===== src/rtl/updown_digit_counter_pkg.sv =====
// Shared constants for the up/down digit counter: digit width and the
// numeric / bound-handling mode selectors.
package updown_digit_counter_pkg;
  localparam int DIG_W = 4;

  localparam int MODE_HEX  = 0;
  localparam int MODE_BCD  = 1;
  localparam int MODE_WRAP = 0;
  localparam int MODE_SAT  = 1;

  // Decimal digits never hold a value above 9.
  function automatic logic [DIG_W-1:0] bcd_clamp(input logic [DIG_W-1:0] d);
    return (d > 4'd9) ? 4'd9 : d;
  endfunction
endpackage


===== src/rtl/btn_debounce.sv =====
// Push-button conditioning: 2-flop synchroniser, stability-window debounce
// and a one-cycle pulse on each debounced press.
module btn_debounce #(
  parameter int DEB_CYC = 4
) (
  input  logic clk,
  input  logic rst,
  input  logic button,
  output logic level,
  output logic step
);
  localparam int CW = (DEB_CYC > 1) ? $clog2(DEB_CYC + 1) : 1;

  logic [1:0]    sync;
  logic [CW-1:0] run;

  always_ff @(posedge clk) begin
    if (rst) begin
      sync  <= '0;
      level <= 1'b0;
      run   <= '0;
      step  <= 1'b0;
    end else begin
      sync <= {sync[0], button};
      step <= 1'b0;
      // Any cycle where the synced input agrees with the level restarts the window.
      if (sync[1] != level) begin
        if (run == CW'(DEB_CYC - 1)) begin
          level <= sync[1];
          run   <= '0;
          step  <= sync[1];
        end else begin
          run <= run + CW'(1);
        end
      end else begin
        run <= '0;
      end
    end
  end
endmodule


===== src/rtl/updown_digit_counter.sv =====
// Button-driven up/down multi-digit counter (hex or BCD, wrap or saturate)
// with a time-multiplexed digit display output.
module updown_digit_counter
  import updown_digit_counter_pkg::*;
#(
  parameter int NDIG     = 2,
  parameter int BCD      = 0,
  parameter int SATURATE = 0,
  parameter int DEB_CYC  = 4,
  parameter int SCAN_DIV = 4,
  parameter logic [4*NDIG-1:0] RST_VAL = '0
) (
  input  logic                    clk,
  input  logic                    rst,
  input  logic                    button,
  input  logic                    increment,
  input  logic                    load,
  input  logic [4*NDIG-1:0]       load_val,
  output logic [4*NDIG-1:0]       count,
  output logic                    ovf,
  output logic [DIG_W-1:0]        D,
  output logic [NDIG-1:0]         AN
);
  localparam bit IS_BCD = (BCD == MODE_BCD);
  localparam bit IS_SAT = (SATURATE == MODE_SAT);
  localparam logic [DIG_W-1:0] DMAX = IS_BCD ? 4'd9 : 4'd15;
  localparam int PW = (SCAN_DIV > 1) ? $clog2(SCAN_DIV) : 1;
  localparam int IW = (NDIG > 1) ? $clog2(NDIG) : 1;

  logic btn_level, step;

  btn_debounce #(.DEB_CYC(DEB_CYC)) u_deb (
    .clk    (clk),
    .rst    (rst),
    .button (button),
    .level  (btn_level),
    .step   (step)
  );

  logic [NDIG-1:0][DIG_W-1:0] digs, nxt, ld_val;
  logic [NDIG-1:0]            at_bnd;

  assign digs = count;

  for (genvar g = 0; g < NDIG; g++) begin : g_dig
    logic cin;
    assign at_bnd[g] = increment ? (digs[g] >= DMAX) : (digs[g] == '0);
    // A digit moves only when every lower digit is at its bound (carry/borrow ripple).
    if (g == 0) begin : g_lsd
      assign cin = 1'b1;
    end else begin : g_upper
      assign cin = &at_bnd[g-1:0];
    end
    always_comb begin
      nxt[g] = digs[g];
      if (cin) begin
        if (increment) nxt[g] = at_bnd[g] ? '0   : digs[g] + 4'd1;
        else           nxt[g] = at_bnd[g] ? DMAX : digs[g] - 4'd1;
      end
    end
    assign ld_val[g] = IS_BCD ? bcd_clamp(load_val[g*DIG_W +: DIG_W])
                              : load_val[g*DIG_W +: DIG_W];
  end

  always_ff @(posedge clk) begin
    if (rst) begin
      count <= RST_VAL;
      ovf   <= 1'b0;
    end else begin
      ovf <= 1'b0;
      if (load) begin
        count <= ld_val;
      end else if (step) begin
        ovf <= &at_bnd;
        if (!(IS_SAT && (&at_bnd))) count <= nxt;
      end
    end
  end

  logic [PW-1:0] pre;
  logic [IW-1:0] idx;
  logic          tick;

  assign tick = (pre == PW'(SCAN_DIV - 1));

  always_ff @(posedge clk) begin
    if (rst) begin
      pre <= '0;
      idx <= '0;
      D   <= '0;
      AN  <= '1;
    end else begin
      pre <= tick ? '0 : pre + PW'(1);
      if (tick) begin
        D   <= digs[idx];
        AN  <= ~(NDIG'(1) << idx);
        idx <= (idx == IW'(NDIG - 1)) ? '0 : idx + IW'(1);
      end
    end
  end
endmodule


===== config.mk =====
export PLATFORM = sky130hd
export DESIGN_NAME = updown_digit_counter
export DESIGN_NICKNAME = d
export VERILOG_FILES = /design/src/rtl/updown_digit_counter_pkg.sv /design/src/rtl/btn_debounce.sv /design/src/rtl/updown_digit_counter.sv
export SDC_FILE = /design/constraint.sdc
export NUM_CORES = 1
export LEC_CHECK = 0
export BUFFER_PORTS_ARGS = -buffer_cell sky130_fd_sc_hd__buf_2
export CAP_MARGIN = 5
export CORE_UTILIZATION = 37
export CTS_CLUSTER_DIAMETER = 40
export CTS_CLUSTER_SIZE = 40
export DETAILED_ROUTE_END_ITERATION = 10
export PLACE_DENSITY = 0.56
export SETUP_SLACK_MARGIN = 0.4
export SYNTH_ARGS = -nofsm -noshare
export SYNTH_HDL_FRONTEND = slang
export SYNTH_SLANG_ARGS = --single-unit
export TNS_END_PERCENT = 20

===== constraint.sdc =====
create_clock -name clk -period 2.2 [get_ports clk]
set_clock_uncertainty 0.2 [all_clocks]
set_input_delay 0.44 -clock clk [delete_from_list [all_inputs] [get_ports clk]]
set_output_delay 0.44 -clock clk [all_outputs]
set_load 0.01 [all_outputs]

; ---- Yosys cells after proc, flatten, opt, wreduce, memory -nomap -nowiden
; Index checks and enable logic that the tools add are counted.
[op_classes]
muxes = 14
shift = 1
n_eq_ne = 3
order_cmp = 3
n_div = 0
n_mul = 0
add_sub_neg = 7
reduce_logical = 11
bitwise_logic = 4
[ops]
columns = cell, n
row1 = $mux W4, 9
row2 = $mux W8, 2
row3 = $reduce_or A3 Y1, 3
row4 = $add A4 B1 Y4 const B, 2
row5 = $ge A4 B4 Y1 const B, 2
row6 = $logic_not A4 Y1, 2
row7 = $sub A4 B1 Y4 const B, 2
row8 = $reduce_and A2 Y1, 3
row9 = $reduce_bool A2 Y1, 2
row10 = $add A3 B1 Y3 const B, 1
row11 = $eq A3 B2 Y1 const B, 1
row12 = $mux W1, 3
row13 = $not A1 Y1, 3
row14 = $add A2 B1 Y2 const B, 1
row15 = $eq A2 B2 Y1 const B, 1
row16 = $lt A1 B2 Y1 const B, 1
row17 = $not A2 Y2, 1
row18 = $reduce_or A2 Y1, 1
row19 = $shl A1 B1 Y2 const A, 1
row20 = $add A1 B1 Y1 const B, 1
row21 = $ne A1 B1 Y1, 1
[totals]
inputBits = 13
output_inout_bits = 15
elab_cells = 54
ff_bits = 25
ram_bits = 0
n_memories = 0
rom_bits = 0
latch_bits = 0

; ---- Logic depth before layout (Yosys ltp)
[logic_depth]
word_depth = 7
depth_mapped = 7
mapped_depth_nobuf = 6

; ---- Cells and area by module
; A second synthesis with hierarchy kept.
[hier_totals]
cells_unflattened = 140
hier_area_um2 = 1301.2
[by_module_without_submodules]
columns = module, cells_per_inst, area_each_um2, seq_area_each_um2, instances
row1 = updown_digit_counter, 121, 1057.3, 360.3, 1
row2 = btn_debounce, 19, 244.0, 140.1, 1

; ---- Worst setup path after synthesis
; No wires, ideal clock.
[synth_timing]
path_kind = reg-to-reg
startpoint = reg count[0]
endpoint = reg count[4]
path_stages_with_launch = 8
setup_ps = 86
synth_period_minus_slack_ps = 1896
required_time_ps = 1914
n_path_buf = 1
arrival_ps = 1610
setup_slack_ps = 304
path_cell_list = dfxtp_1 > clkbuf_1 > inv_1 > ha_1 > nor4b_2 > o21ai_2 > a21oi_1 > a221oi_2
[synth_via]
elab_chain_cells = 4
elab_cells_between_ends = 5
classes_between = order compare: 1 / mux: 1 / reduce/logical: 3
[synth_rtl]
columns = item, line
row1 = "start, declared", updown_digit_counter.sv:19  ; output logic [4*NDIG-1:0] count,
row2 = "start signal, assigned", updown_digit_counter.sv:72  ; count <= ld_val;
row3 = "start signal, assigned", updown_digit_counter.sv:75  ; if (!(IS_SAT && (&at_bnd))) count <= nxt;
row4 = $ge A4 B4 Y1 or $logic_not A4 Y1 (tied branches), updown_digit_counter.sv:47  ; assign at_bnd[g] = increment ? (digs[g] >= DMAX) : (digs[g] == '0);
row5 = $mux W1 *, updown_digit_counter.sv:47
row6 = $reduce_bool A2 Y1 (no source line) *, --
row7 = $reduce_and A2 Y1 (no source line) *, --
; Mark *: on every way between the ends. The rest lies on a longest branch, timed or not.
; A chain may end at the register's enable or synchronous reset.

; ---- Worst setup path in the final report
[layout_timing]
startpoint = reg count[0]
endpoint = reg count[5]
; The elaborated chain is that of the path after synthesis.

==> impl_metrics.ini <==
[outcome]
status = finished clean

[timing]
slew_violations = 0
period_share_pct = 80.80
relSlewSlack_pct = 70.25
whs_ns = 0.1446
rsz0062_at_grt = yes
period_minus_slack_ns = 1.778
final_hold_viol_count = 0
tightest_slew_ns = 0.4463
setup_viol_count_final = 0
max_freq_mhz = 562.5
tns_ns = 0

[critical_path]
setup.worst_path.start_class = flop
critPathCaptureType = flop
arrival_ns = 1.79
crit_fanout = 10
worstSetupPathType = flop to flop
slowest_stage = dfxtp_4
path_cells = ha_1, and4_1, o21ai_2, mux2i_1, a211oi_1
path_buf_inv = 0
cpPeakStageDelay_ns = 0.40
cp_data_required_time_ns = 2.21
crit_family = flip-flops

[floorplanning]
ioPinCount = 28
dieHeight_um = 62.01
initial_core_util_pct = 39.31
core_mm2 = 0.003390
die_area_mm2 = 0.003845
die_w_um = 62.01
num_rows = 21

[route]
wl_um = 2829
drt_iter0_markers = 49
antenna_left = 0
vias = 1122
drc = 0
wl_per_cell_um = 13.22
vias_per_cell = 5.243
dr.pass1.iters = 4

[synthesis]
netlist_area_mm2 = 0.001333
netlist_top_cells_area = dfxtp_1, ha_1, mux2i_1
synth.yosys.seq_area_share_pct = 37.56
synth_top_family_by_area = compound AO/OA/AOI/OAI gates
yosysWarnings = 0
synth_top_area_share_pct = 37.56
synth_most_common_cell = dfxtp_1
synth.distinct_cells = 46
synth.mux.area_fraction_pct = 6.948
synthXorXnorAreaFrac_pct = 3.944
synth-simple-area-share_pct = 17.75
synth_adder_area_share_pct = 6.573
ys_seq_elements = 25
syn_inst = 147
async_reset_ff_share_pct = 0
synth-main-ff-cell = dfxtp_1
syn-num-nets = 167
syn_avg_cell_area_um2 = 9.065
ys_top_cells_by_count = dfxtp_1, nor2_1, inv_1
synth_top_area_cell = dfxtp_1
synth_compound_area_share_pct = 19.62
synth-edff-count = 0

[clock_tree]
ctsLongestPathBuffers = 2
htreeDepth = 1
root_buffer = clkbuf_4
cts.reportedPaths.clkPinSlew_ns = 0.14
cts_sinks = 25
hold_buffers = 0
clock_latency_ns = 0.32
cts_tree = built
numCtsBuffers = 3

[placement]
gp_congestion = 0.8082
port_buffers = 27
dp_hpwl_um = 2044

[global_routing]
grt_max_degree = 16
grt_pass1_wl_um = 4498
antenna_found_initial = 0
overflow = 0
grt_pass1_vias = 1006
grtUsageTotal_pct = 15.86

[cells_and_area]
areaGrowthSynthToFinish_pct = 15.02
nets = 189
drive_gt1_share_pct = 27.98
antenna_cells = 0

[pwr]
power_density_mw_per_mm2 = 567.2
vdd_drop_max_uv = 295.9
p_leak_nw = 0.6176

[job]
drv_cap = 0

[worst_hold_path]
hp-class = input port to flop
-- per-stage QoR --
stage / power, mW / instances / worst slack [ns] / instance area, um^2 / util [%]
finish: 0.8694 / 214 / 0.4223 / 1533 / 45.22
global route: 0.9190 / 214 / 0.3281 / 1533 / 45.22
CTS: 0.8779 / 214 / 0.3779 / 1508 / 44.48
detailed placement: 0.6703 / 209 / 0.3188 / 1470 / 43.37
global placement: 0.6633 / 209 / 0.3787 / 1470 / 43.37
floorplan: 0.6267 / 147 / 0.4414 / 1344 / -
-- sequential cells by signal, summed over array words and instances (netlist names) --
| name | cells |
|---|---|
| AN | 2 |
| D | 4 |
| count | 8 |
| idx | 1 |
| ovf | 1 |
| pre | 2 |
| u_deb.level | 1 |
| u_deb.run | 3 |
| u_deb.step | 1 |
| u_deb.sync | 2 |
-- what timing repair did --
item,4_1_cts,5_1_grt
endpoints found under the setup margin,4,9
pin swaps,1,1
gates cloned,0,0
setup buffers,1,0
gates resized for setup,2,7
-- worst register-to-register path, stage by stage (launching register included) --
cell and delay (ns):
dfxtp_4 0.40, ha_1 0.25, and4_1 0.24, o21ai_2 0.25
mux2i_1 0.26, a211oi_1 0.09
-- placed cells by master (no fill, tap or decap), types with 2 or more instances in the layout --
cell type  instances
nand3b_1           2
nor2_1            13
o21bai_1           3
xnor2_1            4
a211oi_1           7
o21ai_0            3
a31oi_1            3
nand2b_1           2
ha_1               6
a311oi_1           2
dfxtp_4            3
a21oi_1            5
buf_4              2
nand2_1            8
xor2_1             2
buf_2             27
clkbuf_4           3
nor3_1             4
mux2i_1            7
dfxtp_1           21
inv_1              9
or3_1              2
nor2b_1            3
-- power by group --
part | total, mW | switching [mW] | leakage (nW) | internal (mW)
Sequential | 0.512 | 0.0358 | 0.207 | 0.477
Clock | 0.205 | 0.137 | 0.0177 | 0.0681
Combinational | 0.151 | 0.0758 | 0.393 | 0.0757
Total | 0.869 | 0.249 | 0.618 | 0.620
-- final timing paths --
check	from	endpoint	slack [ns]	cells past startpoint
min	load_val[7]	count[7]$_SDFFE_PP0P_	0.14	3
max reg2reg	count[0]$_SDFFE_PP0P_	count[5]$_SDFFE_PP0P_	0.42	5
min reg2reg	u_deb.run[0]$_SDFF_PP0_	u_deb.run[0]$_SDFF_PP0_	0.23	1
max	count[0]$_SDFFE_PP0P_	count[5]$_SDFFE_PP0P_	0.42	5
-- logic make-up after synthesis --
family          after synthesis
compound gates               35
xor+xnor                      6
fa+ha+maj                     7
simple gates                 43
flops                        25
mux                           9
buf+inv                      22
-- per-layer routing --
layer	up-vias	global-route usage (%)	share of wire, %
met5	-	0	0
met4	0	2.857	1.6
met3	8	3.934	3.4
met2	25	27.66	49
met1	530	19.90	46
li1	559	-	-
-- area by class of cell --
type	instances	area, um^2
sequential	25	513.0
fill	344	1857
clock buffer	3	22.52
multi-input combinational	100	747.0
tap	46	57.56
clock inverter	1	5.005
timing repair buffer	29	150.1
inverter	10	37.54
(Power assumes the default switching activity.)
